File: src/rtl/instruction_fetch.sv
// Single-outstanding instruction fetch unit.
// Issues one memory request at a time, holds the returned word for decode,
// and handles branch/jump redirects at any point in the fetch cycle.
module instruction_fetch #(
    parameter logic [31:0] RESET_PC = 32'h0000_0000,
    parameter logic [31:0] NOP      = 32'h0000_0013
) (
    input  logic        clk,
    input  logic        reset_n,
    output logic        imem_req_valid,
    input  logic        imem_req_ready,
    output logic [31:0] imem_addr,
    input  logic        imem_resp_valid,
    input  logic [31:0] imem_resp_data,
    output logic        instr_valid,
    input  logic        instr_ready,
    output logic [31:0] instr,
    output logic [31:0] instr_pc,
    input  logic        redirect_valid,
    input  logic [31:0] redirect_pc,
    output logic [31:0] fetch_count
);

    typedef enum logic [1:0] {
        ST_REQ,
        ST_WAIT,
        ST_HOLD
    } state_e;

    state_e      state_q, state_d;
    logic [31:0] pc_q, pc_d;
    logic        kill_q, kill_d;
    logic [31:0] instr_q, instr_d;
    logic [31:0] instr_pc_q, instr_pc_d;
    logic [31:0] count_q, count_d;
    logic [31:0] redirect_tgt;

    assign redirect_tgt = {redirect_pc[31:2], 2'b00};

    // Request is gated by reset_n so it drops the instant reset asserts.
    assign imem_req_valid = reset_n && (state_q == ST_REQ);
    assign imem_addr      = pc_q;
    assign instr_valid    = (state_q == ST_HOLD);
    assign instr          = (state_q == ST_HOLD) ? instr_q : NOP;
    assign instr_pc       = instr_pc_q;
    assign fetch_count    = count_q;

    // State and datapath registers with asynchronous active-low reset.
    always_ff @(posedge clk or negedge reset_n) begin
        if (!reset_n) begin
            state_q    <= ST_REQ;
            pc_q       <= RESET_PC;
            kill_q     <= 1'b0;
            instr_q    <= NOP;
            instr_pc_q <= RESET_PC;
            count_q    <= '0;
        end else begin
            state_q    <= state_d;
            pc_q       <= pc_d;
            kill_q     <= kill_d;
            instr_q    <= instr_d;
            instr_pc_q <= instr_pc_d;
            count_q    <= count_d;
        end
    end

    // Next-state logic; a redirect always wins over the sequential pc+4.
    always_comb begin
        state_d    = state_q;
        pc_d       = pc_q;
        kill_d     = kill_q;
        instr_d    = instr_q;
        instr_pc_d = instr_pc_q;
        count_d    = count_q;

        unique case (state_q)
            ST_REQ: begin
                if (imem_req_ready) begin
                    state_d = ST_WAIT;
                    kill_d  = redirect_valid;
                end
                if (redirect_valid) begin
                    pc_d = redirect_tgt;
                end
            end
            ST_WAIT: begin
                if (imem_resp_valid) begin
                    kill_d = 1'b0;
                    if (redirect_valid || kill_q) begin
                        state_d = ST_REQ;
                    end else begin
                        state_d    = ST_HOLD;
                        instr_d    = imem_resp_data;
                        instr_pc_d = pc_q;
                        pc_d       = pc_q + 32'd4;
                    end
                end else if (redirect_valid) begin
                    kill_d = 1'b1;
                end
                if (redirect_valid) begin
                    pc_d = redirect_tgt;
                end
            end
            ST_HOLD: begin
                if (instr_ready) begin
                    count_d = count_q + 32'd1;
                end
                if (instr_ready || redirect_valid) begin
                    state_d = ST_REQ;
                end
                if (redirect_valid) begin
                    pc_d = redirect_tgt;
                end
            end
            default: begin
                state_d = ST_REQ;
            end
        endcase
    end

endmodule

File: config.mk
export PLATFORM = sky130hd
export DESIGN_NAME = instruction_fetch
export DESIGN_NICKNAME = d
export VERILOG_FILES = /design/src/rtl/instruction_fetch.sv
export SDC_FILE = /design/constraint.sdc
export NUM_CORES = 1
export LEC_CHECK = 0
export ABC_AREA = 1
export CORE_MARGIN = 3
export CORE_UTILIZATION = 50
export DETAILED_ROUTE_END_ITERATION = 8
export GPL_TIMING_DRIVEN = 0
export PLACE_DENSITY = 0.8
export SLEW_MARGIN = 25
export SYNTH_ARGS = -nofsm -noshare
export SYNTH_HDL_FRONTEND = slang
export SYNTH_SLANG_ARGS = --single-unit
File: constraint.sdc
create_clock -name clk -period 2.2 [get_ports clk]
set_input_delay 0.33 -clock clk [delete_from_list [all_inputs] [get_ports clk]]
set_output_delay 0.33 -clock clk [all_outputs]
set_load 0.005 [all_outputs]
==> flow_summary.json, run 1 <==
{
  "clockBufferDepth": 2,
  "grt-busiest-layer": "met2",
  "slew_viol_final": 0,
  "path_buf_inv": 3,
  "crit_family": "buffers and inverters",
  "peakVddDrop_v": 0.0006756,
  "slew_headroom_pct": 56.18,
  "yosysMostFrequentCell": "nand2_1",
  "path_max_fanout": 10,
  "cp_slowest_stage_delay_ns": 0.51,
  "globalRouteMet2Util_pct": 47.91,
  "dr_total_vias": 7145,
  "grt_max_degree": 69,
  "grt_pass1_vias": 6660,
  "fmax_mhz": 465.6,
  "power_mw": 11.39,
  "synth.ff_latch_count": 127,
  "clockRootBuffer": "clkbuf_16",
  "crit_chain": "inv_2, nand2_8, buf_6, nor2_1, clkdlybuf4s50_1",
  "p_int_mw": 7.261,
  "core_area_sq_um": 13350,
  "start_util_pct": 51.53,
  "yosysWarnings": 0,
  "cts_max_level": 4,
  "ios": 200,
  "clkSinkCount": 127,
  "p_per_area_nw_per_um2": 1167,
  "wl_per_cell_um": 15.64,
  "rows": 42,
  "yosysTopAreaCellShare_pct": 45.12,
  "syn_avg_cell_area_sq_um": 7.098,
  "synth_edf_count": 0,
  "sw_frac_of_total_pct": 36.25,
  "drive_gt1_share_pct": 6.911,
  "tightest_slew_ns": 0.6549,
  "clk_pin_slew_ns": 0.05,
  "hold_viol": 0,
  "synth_largest_area_cell": "dfrtp_1",
  "pwr-share-seq_pct": 35.8,
  "min_path_type": "input pin to asynchronous set/reset pin",
  "dr.pass1.iters": 5,
  "ant_nets": 0,
  "status": "finished clean",
  "async_reset_ff_share_pct": 100.0,
  "remaining_drc_errors": 0,
  "met1_usage_pct": 35.99,
  "dpl.hpwl_mm": 15.67,
  "die_h_um": 123.3,
  "nets": 1261,
  "grt_pass1_wl_mm": 33.45,
  "antenna_cells": 0,
  "endpoint_kind": "primary output",
  "track_usage_pct": 28.51,
  "power.share.combinational_pct": 39.3,
  "critPathLaunchType": "register",
  "synth_cell_types": 37,
  "vias_per_cell": 5.189,
  "io_buffers": 193,
  "use_met3_pct": 6.313,
  "finalCritPeriodShare_pct": 97.63,
  "numCtsBuffers": 17,
  "critPathKind": "register to primary output",
  "cts_tree": "yes",
  "gp_congestion": 1.020,
  "drv_cap": 0,
  "wirelength_mm": 21.54,
  "overflow": 0,
  "period_minus_slack_ns": 2.148,
  "critical_path_required_ns": 1.87,
  "synthTopCellsByCount": "302 x nand2_1, 192 x nor2_1, 124 x dfrtp_1",
  "crit_slowest_cell": "clkdlybuf4s50_1",
  "p_switching_mw": 4.129,
  "skew_ns": 0.01066,
  "yosysSeqAreaShare_pct": 46.26,
  "utilization_pct": 73.11,
  "antenna_found_initial": 0,
  "setup_viol": 0,
  "clockPowerShare_pct": 24.8,
  "die_w_um": 123.3,
  "clock_latency_ns": 0.43,
  "cp.arrival_ns": 1.82,
  "synth_cells": 969,
  "syn2layout_area_growth_pct": 41.88,
  "synthFlopType": "dfrtp_1",
  "die-area_sq_um": 15200,
  "synth_area_sq_um": 6878,
  "synth.area.top_cells": "dfrtp_1 45%, nand2_1 16%, nor2_1 10%",
  "drt_iter0_drc": 614,
  "hold_slack_ns": 0.4765,
  "power.leakage_nw": 4.649
}
-- timing repair --
item | 4_1_cts | 5_1_grt
setup endpoints to repair | 30 | 27
endpoints found under the hold margin | 56 | 0
hold buffers | 2 | 0
buffers inserted | 1 | 1
gates resized for setup | 9 | 12
gates cloned | 0 | 0
-- path summary, 6_finish.rpt --
kind	from	to	slack [ns]	depth (start not counted)
worst max register to register	imem_addr[3]$_DFFE_PN0P_	imem_addr[20]$_DFFE_PN0P_	0.15	10
min in group clk	imem_resp_data[20]	instr_q[20]$_DFFE_PN0P_	0.48	3
worst min-delay path	reset_n	instr_q[1]$_DFFE_PN1P_	0.48	2
worst min register to register	instr_pc[16]$_DFFE_PN0P_	instr_pc[16]$_DFFE_PN0P_	0.48	2
max in group asynchronous	reset_n	imem_addr[20]$_DFFE_PN0P_	1.36	3
worst max-delay path	state_q[0]$_DFFE_PN0P_	instr[23]	0.05	5
-- layout by cell type (no fill, tap or decap), types with 14 or more instances in the layout --
cell and n:
nand2_1 302, nor2_1 191, clkdlybuf4s50_1 184, dfrtp_1 123
inv_1 99, o21ai_0 54, nand3_1 43, a21oi_1 35
clkbuf_16 17, buf_2 16, clkbuf_1 14, xor2_1 14
-- final cells by class --
class,count,area [sq um]
clock buffer,24,471.7
clock inverter,7,110.1
timing repair buffer,198,2029
inverter,103,386.6
fill,1085,3590
sequential,127,3183
buffer,33,183.9
multi-input combinational,709,3173
tap,176,220.2
-- per-layer routing --
metal	share of wire (%)	up-vias
met4	2.9	0
li1	-	3458
met1	40	3305
met2	49	331
met3	8.3	51
met5	0	-
-- registers in the layout, indices dropped and copies added (netlist names) --
signal / flops
instr_pc: 30
imem_addr: 30
instr_q: 32
state_q: 2
kill_q: 1
fetch_count: 32
-- metrics by stage --
stage	cells	area [sq um]	setup slack [ns]	TNS (ns)
floorplan	972	6889	0.7109	0
global placement	1341	9041	-4.264	-539.92
detailed placement	1342	9074	0.1142	0
CTS	1376	9716	-0.005738	-0.009311
global route	1377	9758	-0.009918	-0.01418
finish	1377	9758	0.05209	0
-- power by group through the flow --
stage	combinational, mW	clock [mW]	sequential (mW)
2_1_floorplan	2.12	0	3.94
3_3_place_gp	4.30	0	4.07
3_5_place_dp	4.40	0	4.07
4_1_cts	4.48	2.84	4.05
5_1_grt	4.99	2.95	4.18
6_report	4.48	2.83	4.08
-- logic make-up after synthesis --
| family | Yosys count | synth area share, % |
|---|---|---|
| xor+xnor | 19 | 2.420 |
| simple gates | 572 | 34.04 |
| other cells | 1 | 0.05452 |
| buf+inv | 136 | 7.932 |
| fa+ha+maj | 2 | 0.3638 |
| compound gates | 107 | 8.114 |
| mux | 5 | 0.8186 |
| flops | 127 | 46.26 |
(Power assumes the default switching activity.)
==> run 2, diff against run 1 <==
--- a/config.mk
+++ b/config.mk
@@ -6,6 +6,8 @@
 export NUM_CORES = 1
 export LEC_CHECK = 0
 export ABC_AREA = 1
+export CAP_MARGIN = 5
+export CORE_ASPECT_RATIO = 0.9
 export CORE_MARGIN = 3
 export CORE_UTILIZATION = 50
 export DETAILED_ROUTE_END_ITERATION = 8
==> flow_summary.json, run 2 (synthesis gave the netlist of run 1 again) <==
{
  "path_max_fanout": 10,
  "clockRootBuffer": "clkbuf_16",
  "drt_iter0_drc": 535,
  "finalCritPeriodShare_pct": 96.51,
  "p_int_mw": 6.964,
  "hold_viol": 0,
  "cp_slowest_stage_delay_ns": 0.52,
  "clockPowerShare_pct": 22.7,
  "remaining_drc_errors": 0,
  "r2r-end": "imem_addr[14]$_DFFE_PN0P_",
  "final_cells": 1367,
  "core_area_sq_um": 13410,
  "clock_latency_ns": 0.42,
  "syn2layout_area_growth_pct": 40.80,
  "sw_frac_of_total_pct": 37.38,
  "cts_tree": "yes",
  "power_mw": 11.12,
  "dr.pass1.iters": 5,
  "fin_ws_ns": 0.07685,
  "wirelength_mm": 21.94,
  "rsz0062_at_grt": "yes",
  "final_area_sq_um": 9684,
  "tightest_slew_ns": 0.6975,
  "drv_cap": 0,
  "peakVddDrop_v": 0.0006970,
  "setup_viol": 0,
  "endpoint_kind": "primary output",
  "critPathKind": "register to primary output",
  "wl_per_cell_um": 16.05,
  "endpoint": "instr[15]",
  "min_path_type": "register to register",
  "pwr-share-seq_pct": 36.9,
  "numCtsBuffers": 17,
  "die_w_um": 129.6,
  "final_cell_mix": "302 x nand2_1, 191 x nor2_1, 183 x clkdlybuf4s50_1",
  "worstRegToRegCells": 10,
  "antenna_found_initial": 0,
  "gp_congestion": 0.9636,
  "period_minus_slack_ns": 2.123,
  "clockBufferDepth": 2,
  "nets": 1260,
  "dpl.hpwl_mm": 16.04,
  "start_util_pct": 51.28,
  "utilization_pct": 72.20,
  "critPathLaunchType": "register",
  "clk_pin_slew_ns": 0.05,
  "overflow": 0,
  "antenna_cells": 0,
  "die-area_sq_um": 15200,
  "critical_path_required_ns": 1.87,
  "ios": 200,
  "clkSinkCount": 127,
  "track_usage_pct": 29.32,
  "io_buffers": 193,
  "fmax_mhz": 471.0,
  "die_h_um": 117.3,
  "drive_gt1_share_pct": 6.756,
  "slew_viol_final": 0,
  "cts_max_level": 4,
  "dr_total_vias": 7128,
  "crit_chain": "inv_2, nand2_4, buf_6, nor2_1, clkdlybuf4s50_1",
  "vias_per_cell": 5.214,
  "power.share.combinational_pct": 40.3,
  "rows": 40,
  "placed_area_sq_um": 9064,
  "min_path_cells": 2,
  "crit_slowest_cell": "clkdlybuf4s50_1",
  "grt_pass1_wl_mm": 34.62,
  "p_switching_mw": 4.157,
  "grt_max_degree": 67,
  "rrSetupSlack_ns": 0.23,
  "final_common_cell": "nand2_1",
  "cp.arrival_ns": 1.79,
  "ant_nets": 0,
  "grt_pass1_vias": 6955,
  "reg2reg_from": "imem_addr[3]$_DFFE_PN0P_",
  "crit_start": "state_q[0]$_DFFE_PN0P_",
  "skew_ns": 0.01218,
  "slew_headroom_pct": 53.33,
  "status": "finished clean",
  "dp_cells": 1334,
  "hold_start": "instr_pc[15]$_DFFE_PN0P_",
  "power.leakage_nw": 4.647,
  "p_per_area_nw_per_um2": 1148,
  "place_ws_ns": 0.07925
}
==> run 2: worst min path at each step <==
stage | end | slack, ns
finish | instr_pc[15]$_DFFE_PN0P_ | 0.48
global route | instr_q[4]$_DFFE_PN1P_ | 0.49
CTS | instr_q[4]$_DFFE_PN1P_ | 0.48
detailed placement | fetch_count[8]$_DFFE_PN0P_ | 0.30
global placement | instr_pc[31]$_DFFE_PN0P_ | 0.47
floorplan | fetch_count[0]$_DFFE_PN0P_ | 0.03
==> run 2: metrics by stage <==
step / setup TNS, ns / hold WS (ns)
after floorplan: 0 / 0.03441
after global placement: -547.06 / 0.4669
after detailed placement: 0 / 0.3014
after CTS: 0 / 0.4766
after global routing: -0.003632 / 0.4950
final: 0 / 0.4809
==> run 2: power groups by stage <==
| stage | Combinational, mW | Sequential, mW | Clock [mW] |
|---|---|---|---|
| 2_1_floorplan | 2.12 | 3.94 | 0 |
| 3_3_place_gp | 4.29 | 4.09 | 0 |
| 3_5_place_dp | 4.40 | 4.10 | 0 |
| 4_1_cts | 4.49 | 4.08 | 2.55 |
| 5_1_grt | 5.00 | 4.21 | 2.66 |
| 6_report | 4.49 | 4.11 | 2.53 |
==> run 2: routing by layer <==
| layer | vias to the layer above | track usage, % | share of wire (%) |
|---|---|---|---|
| met5 | - | 0 | 0 |
| met4 | 0 | 11.57 | 2.3 |
| met3 | 34 | 6.987 | 7.9 |
| met2 | 305 | 49.43 | 49 |
| met1 | 3341 | 36.69 | 41 |
| li1 | 3448 | - | - |
==> run 2: cell type report <==
class | count | area (sq um)
multi-input combinational | 709 | 3164
buffer | 33 | 185.2
clock inverter | 5 | 32.53
timing repair buffer | 197 | 2028
sequential | 127 | 3182
fill | 1084 | 3729
tap | 168 | 210.2
clock buffer | 25 | 495.5
inverter | 103 | 386.6
==> run 2: repair_timing <==
item | 4_1_cts | 5_1_grt
endpoints found under the setup margin | 30 | 21
hold endpoints to repair | 58 | 0
gates cloned | 0 | 0
resized for setup | 8 | 13
setup buffers | 1 | 0
hold buffers | 2 | 0
==> run 2: critical path: cells and delay by family (launching register included) <==
| kind | cells | cell delay, ns |
|---|---|---|
| buffers and inverters | 3 | 0.78 |
| DFF | 1 | 0.40 |
| and+or+nand+nor | 2 | 0.20 |
